**src/rtl/img_stream_glue_pkg.sv**
```systemverilog
// Shared constants and FSM encoding for the register-block to accelerator
// image streamer.
package img_stream_glue_pkg;

    localparam int IMG_NUM_WORDS = 32;
    localparam int IMG_DATA_W    = 32;
    localparam int IMG_IDX_W     = 5;

    typedef enum logic [1:0] {
        ST_IDLE = 2'd0,
        ST_SEND = 2'd1,
        ST_DONE = 2'd2
    } state_e;

endpackage

```
**src/rtl/img_stream_glue.sv**
```systemverilog
// Snapshots a frame of image registers on a start pulse and streams it word
// by word over a valid/ready port, flagging start pulses that arrive while busy.
module img_stream_glue
    import img_stream_glue_pkg::*;
#(
    parameter int NUM_WORDS = IMG_NUM_WORDS,
    parameter int DATA_W    = IMG_DATA_W
) (
    input  logic                          PCLK,
    input  logic                          PRESETn,
    input  logic [NUM_WORDS*DATA_W-1:0]   i_img_data,
    input  logic                          i_img_cmd_pulse,
    output logic [DATA_W-1:0]             o_img_word,
    output logic                          o_img_valid,
    input  logic                          i_img_ready,
    output logic                          o_img_last,
    output logic [IMG_IDX_W-1:0]          o_img_idx,
    output logic                          o_busy,
    output logic                          o_done,
    output logic                          o_overrun
);

    localparam logic [IMG_IDX_W-1:0] LAST_IDX = IMG_IDX_W'(NUM_WORDS - 1);

    state_e                              state_q, state_d;
    logic [IMG_IDX_W-1:0]                idx_q, idx_d;
    logic [NUM_WORDS-1:0][DATA_W-1:0]    frame_q, frame_d;
    logic                                overrun_q, overrun_d;
    logic                                at_last;

    assign at_last = (idx_q == LAST_IDX);

    always_comb begin
        state_d   = state_q;
        idx_d     = idx_q;
        frame_d   = frame_q;
        overrun_d = overrun_q;
        case (state_q)
            ST_IDLE: begin
                if (i_img_cmd_pulse) begin
                    frame_d   = i_img_data;
                    idx_d     = '0;
                    overrun_d = 1'b0;
                    state_d   = ST_SEND;
                end
            end
            ST_SEND: begin
                if (i_img_cmd_pulse) overrun_d = 1'b1;
                if (i_img_ready) begin
                    if (at_last) state_d = ST_DONE;
                    else         idx_d   = idx_q + 1'b1;
                end
            end
            ST_DONE: begin
                // A pulse on the DONE->IDLE edge is an overrun, never a new start.
                if (i_img_cmd_pulse) overrun_d = 1'b1;
                state_d = ST_IDLE;
            end
            default: state_d = ST_IDLE;
        endcase
    end

    always_ff @(posedge PCLK or negedge PRESETn) begin
        if (!PRESETn) begin
            state_q   <= ST_IDLE;
            idx_q     <= '0;
            frame_q   <= '0;
            overrun_q <= 1'b0;
        end else begin
            state_q   <= state_d;
            idx_q     <= idx_d;
            frame_q   <= frame_d;
            overrun_q <= overrun_d;
        end
    end

    // Outputs decode straight from state so reset clears them without a clock.
    assign o_img_valid = (state_q == ST_SEND);
    assign o_img_last  = o_img_valid && at_last;
    assign o_img_word  = o_img_valid ? frame_q[idx_q] : '0;
    assign o_img_idx   = idx_q;
    assign o_busy      = (state_q != ST_IDLE);
    assign o_done      = (state_q == ST_DONE);
    assign o_overrun   = overrun_q;

endmodule

```
**config.mk**
```make
export PLATFORM = sky130hd
export DESIGN_NAME = img_stream_glue
export DESIGN_NICKNAME = d
export VERILOG_FILES = /design/src/rtl/img_stream_glue_pkg.sv /design/src/rtl/img_stream_glue.sv
export SDC_FILE = /design/constraint.sdc
export NUM_CORES = 2
export LEC_CHECK = 0
export BUFFER_PORTS_ARGS = -buffer_cell sky130_fd_sc_hd__buf_2
export CAP_MARGIN = 20
export CORE_AREA = 8 8 413 415
export CTS_CLUSTER_DIAMETER = 200
export DETAILED_ROUTE_END_ITERATION = 12
export DIE_AREA = 0 0 421 423
export PLACE_DENSITY_LB_ADDON = 0.15
export SLEW_MARGIN = 5
export SYNTH_ARGS = -nofsm -noshare
export SYNTH_HDL_FRONTEND = slang
export SYNTH_SLANG_ARGS = --single-unit
```
**constraint.sdc**
```tcl
create_clock -name PCLK -period 6.1 [get_ports PCLK]
set_input_delay 0.915 -clock PCLK [delete_from_list [all_inputs] [get_ports PCLK]]
set_output_delay 0.915 -clock PCLK [all_outputs]
set_load 0.02 [all_outputs]
```
* Yosys cells after proc, flatten, opt, wreduce, memory -nomap -nowiden
Index checks and enable logic that the tools add are counted.
Word-level totals: flip-flop bits (word level) 1032, output and inout bits 42
Operators by class: equal/unequal tests 8, add/sub/neg operators 1, magnitude comparators 1, multiplexer cells 14, reduce and logical (&&, ||, !) cells 10
Operator list (number):
- binary-select mux 32 bit (select 5 bit) | 1
- two-way mux 32 bit | 2
- two-way mux 5 bit | 3
- case mux 5 bit (2 select lines) | 1
- less-than comparator 5 x 6 -> 1 bit (second input constant) | 1
- two-way mux 2 bit | 3
- inequality test 2 x 1 -> 1 bit (second input constant) | 3
- AND reduction 3 bit | 2
- nonzero test 2 bit | 3
- adder 5 x 1 -> 5 bit (second input constant) | 1
- equality test 5 bit (second input constant) | 1
- inequality test 2 bit (second input constant) | 2
- case mux 2 bit (2 select lines) | 1
- AND reduction 4 bit | 1
- equality test 2 x 1 -> 1 bit (second input constant) | 1
- equality test 2 bit (second input constant) | 1
- zero test 2 bit | 1
- two-way mux 1 bit | 2
- case mux 1 bit (2 select lines) | 1
- AND reduction 2 bit | 1
- OR reduction 2 bit | 1
- logical AND 1 bit | 1

* Logic depth before layout (Yosys ltp)
depth after elaboration 4, mapped depth 9

* Worst setup path before layout
No wires, ideal clock.
path type register to output, start reg idx_q[0] (netlist: o_img_idx[0]), end out o_img_word[10], setup slack 3.239 ns, arrival time 1.946 ns, data required time 5.185 ns, path buffers 3, cell stages (with the launch flop) 8, cells stage by stage dfrtp_1 > buf_6 > buf_6 > buf_2 > mux4_2 > nand2_1 > o211ai_1 > and3_1
On the way: cells in the longest elaborated chain, start to end 3
RTL lines:
- start: declaration | RTL line img_stream_glue.sv:26 | logic [IMG_IDX_W-1:0] idx_q, idx_d;
- start signal: assignment | RTL line img_stream_glue.sv:71 | idx_q <= idx_d;
- binary-select mux 32 bit (select 5 bit) | RTL line img_stream_glue.sv:80 | assign o_img_word = o_img_valid ? frame_q[idx_q] : '0;
- two-way mux 32 bit (not written as such) | RTL line img_stream_glue.sv:80
- two-way mux 32 bit | RTL line img_stream_glue.sv:80
- end: declaration | RTL line img_stream_glue.sv:13 | output logic [DATA_W-1:0] o_img_word,
No other way between the ends. The select of a mux whose other input is x is not followed.

* Worst setup path in the final report
start reg idx_q[3] (netlist: o_img_idx[3]), end out o_img_word[10]
The elaborated chain is that of the path after synthesis.

==> key figures <==
Run status
  • Status: completed

Critical path
  • CP startpoint: o_img_idx[3]
  • Worst reg2reg endpoint: o_img_idx[1]
  • Reg2Reg Depth: 7
  • Setup CP Type: flop to output port
  • Crit start category: flop
  • Worst setup EP type: output port
  • RR Startpoint: o_img_idx[0]
  • CP required: 5.18 ns
  • Critical Path Fanout Max: 47
  • Reg2Reg Setup Slack: 2.82 ns
  • Crit path DAT: 4.23 ns

Yosys
  • Mapped cell area: 46,700 sq um
  • Post-synth ARST share: 100%
  • Avg Synthesized Cell Area: 15.9 sq um
  • Synth cell types: 35
  • Yosys warns: 0
  • Ys flop type: dfrtp_1
  • EDFF count, synth: 0
  • Synthesized netlist cell count: 2,927
  • Seq cells post-synth: 1,032
  • Syn nets: 3,960
  • Sequential-to-total area share from yosys stat: 55.3%

Global route
  • Global-route wire length before repair: 279,000 microns
  • Vias in the first global route: 33,300
  • Largest net degree at the start of global routing: 164
  • Antenna violations before repair: 248
  • Gr ovfl total: 0
  • All-Layer GR Usage: 22.3%

Drt
  • Detailed-route wire length: 205,000 microns
  • DRT antenna net count: 0
  • Residual DRC: 0
  • Vias: 31,300
  • Drt first pass iters: 7
  • Vias/cell: 4.94
  • DRT iter0 DRCs: 2,169
  • Drt wl/cell: 32.4 microns

Power and ir drop
  • Sequential Power Share: 39.6%
  • Comb power frac: 36.0%
  • Switching power: 0.0106 W
  • Clk pwr share: 24.4%
  • VDD IR max: 0.288 mV
  • Pwr dens: 543 nW/um^2
  • Internal power: 0.0213 W
  • Leakage power: 25.2 nW
  • Switch share: 33.3%

Timing
  • RSZ-0062 raised after global routing: false
  • Fmax: 194 MHz
  • Setup TNS: 0 ns
  • Slew Limit Fails: 0
  • Worst setup margin: 0.958 ns
  • Tcrit/Tclk final: 84.3%
  • Setup Skew: 0.0167 ns
  • Fin crit period: 5.14 ns
  • Hold Vio Cnt, Final: 0
  • Least-Margin Pin Slew: 1.12 ns
  • Max_slew headroom: 25.5%
  • Final setup vio count: 0

Clocking
  • Inserted Clock Buffers: 130
  • Worst-path clk slew: 0.06 ns
  • CTS resizes: 0
  • # hold bufs at CTS: 0
  • Later-pin clock latency in the skew report: 0.75 ns
  • CTS max path bufs: 3
  • H-tree lvl count: 4
  • Root Driver: clkbuf_16
  • Sink Count: 1,032
  • Post-CTS setup buffer count: 0
  • CTS tree: built

Layout
  • Synth-to-Final Area Change: 26.1%
  • Fill cells: 16,100
  • Nets: 5,000
  • Layout cells sized above 1: 65.8%
  • Post-Route Utilization: 35.9%
  • Final Cell Area: 58,800 sq um
  • Multi-input logic area: 19,700 sq um
  • Reg area: 25,800 sq um

Place
  • Setup WS pre-CTS: 1.61 ns
  • Placed Area: 54,400 sq um
  • Dpl hpwl: 160,000 microns
  • GP Congestion: 0.850
  • I/O Buffers: 1,069

Floorplan
  • # IOs: 1,070
  • Die Y: 423 microns
  • Die area: 178,000 sq um
  • Core ar.: 164,000 sq um
  • Rows: 149
  • Chip Width: 421 microns
  • Initial Utilization: 28.5%

Hold path
  • Worst hold path type: input port to async pin

Run
  • Max-Cap Viols: 0
[cell usage after synthesis, drive strengths merged, types with 3 or more instances]
| library cell | number | share of area, % |
|---|---|---|
| nor2 | 4 | 0.032 |
| o211ai | 31 | 0.50 |
| o21ai | 6 | 0.064 |
| nor2b | 3 | 0.040 |
| and3 | 33 | 0.44 |
| ha | 5 | 0.13 |
| mux2 | 1150 | 28 |
| inv | 3 | 0.024 |
| a22oi | 32 | 0.51 |
| buf | 160 | 2.0 |
| nand2 | 69 | 0.56 |
| clkbuf | 60 | 0.48 |
| mux2i | 65 | 1.4 |
| mux4 | 192 | 9.3 |
| a221oi | 32 | 0.60 |
| dfrtp | 1032 | 55 |
| o2111ai | 31 | 0.58 |
[cell usage in the layout, fill, tap and decap left out, drive strengths merged]
master,count
diode,77
nor2,4
nor4,1
nor2b,3
ha,5
and3b,1
a22oi,32
mux2i,65
a22o,2
o2111ai,31
o211ai,31
nor3,1
a221oi,32
o221ai,1
nand3b,1
nor4b,1
nand3,2
xnor2,2
inv,11
o21a,1
and3,33
clkinv,17
and2,2
bufinv,7
o21ai,6
a21oi,2
a31oi,1
buf,1128
clkinvlp,2
mux2,1150
mux4,192
clkbuf,195
o31ai,1
nand2,69
dfrtp,1032
[power by group through the flow]
| stage | clock network [W] | logic (W) | registers [W] |
|---|---|---|---|
| after floorplan | 0 | 0.00841 | 0.0115 |
| after global placement | 0 | 0.0116 | 0.0127 |
| after detailed placement | 0 | 0.0117 | 0.0127 |
| after CTS | 0.00803 | 0.0117 | 0.0126 |
| after global routing | 0.00828 | 0.0123 | 0.0130 |
| final | 0.00779 | 0.0115 | 0.0126 |
[layout make-up]
type | instances | share of cell area [%]
clock buffers | 195 | 6.51
flip-flops and latches | 1032 | 43.9
well taps | 2189 | 4.66
repair buffers | 1128 | 10.3
multi-input cells | 1672 | 33.5
inverters | 3 | 0.0191
clock inverters | 34 | 0.742
diodes | 77 | 0.328
[per-stage QoR]
| step | instances | power (W) | hold WS, ns |
|---|---|---|---|
| floorplan | 2927 | 0.0199 | 0.474 |
| global placement | 6024 | 0.0243 | 0.481 |
| detailed placement | 6024 | 0.0243 | 0.487 |
| CTS | 6253 | 0.0324 | 0.151 |
| global route | 6304 | 0.0336 | 0.186 |
| finish | 6330 | 0.0319 | 0.185 |
[flip-flops by register name, indices dropped and copies added, names as in the netlist]
| register | flops |
|---|---|
| frame_q | 1024 |
| o_img_idx | 5 |
| o_overrun | 1 |
| state_q | 2 |
[cells by family after synthesis]
group	share of synthesized area [%]
mux	38.4
compound gates	2.38
buf+inv	2.48
xor+xnor	0.0375
fa+ha+maj	0.134
flops	55.3
simple gates	1.21
[critical path: stages (launching register included)]
cell       delay [ns]
dfrtp_4          1.08
and3b_4          0.76
buf_4            0.51
a22oi_1          0.16
o2111ai_1        0.41
and3_1           0.26
buf_2            0.20
[metal layers]
metal | global-route usage (%) | share of wire (%) | wire (microns)
met1 | 27.6 | 41 | 83200
met2 | 38.2 | 50 | 102000
met3 | 4.95 | 5.2 | 10800
met4 | 7.90 | 4.4 | 9020
met5 | 0 | 0.10 | 208
[worst max-delay path by stage]
stage                     end
2_1_floorplan  o_img_word[10]
4_1_cts        o_img_word[10]
3_5_place_dp   o_img_word[10]
5_1_grt        o_img_word[11]
6_report       o_img_word[10]
3_3_place_gp   o_img_word[16]
Power figures use the tool's default switching activity.
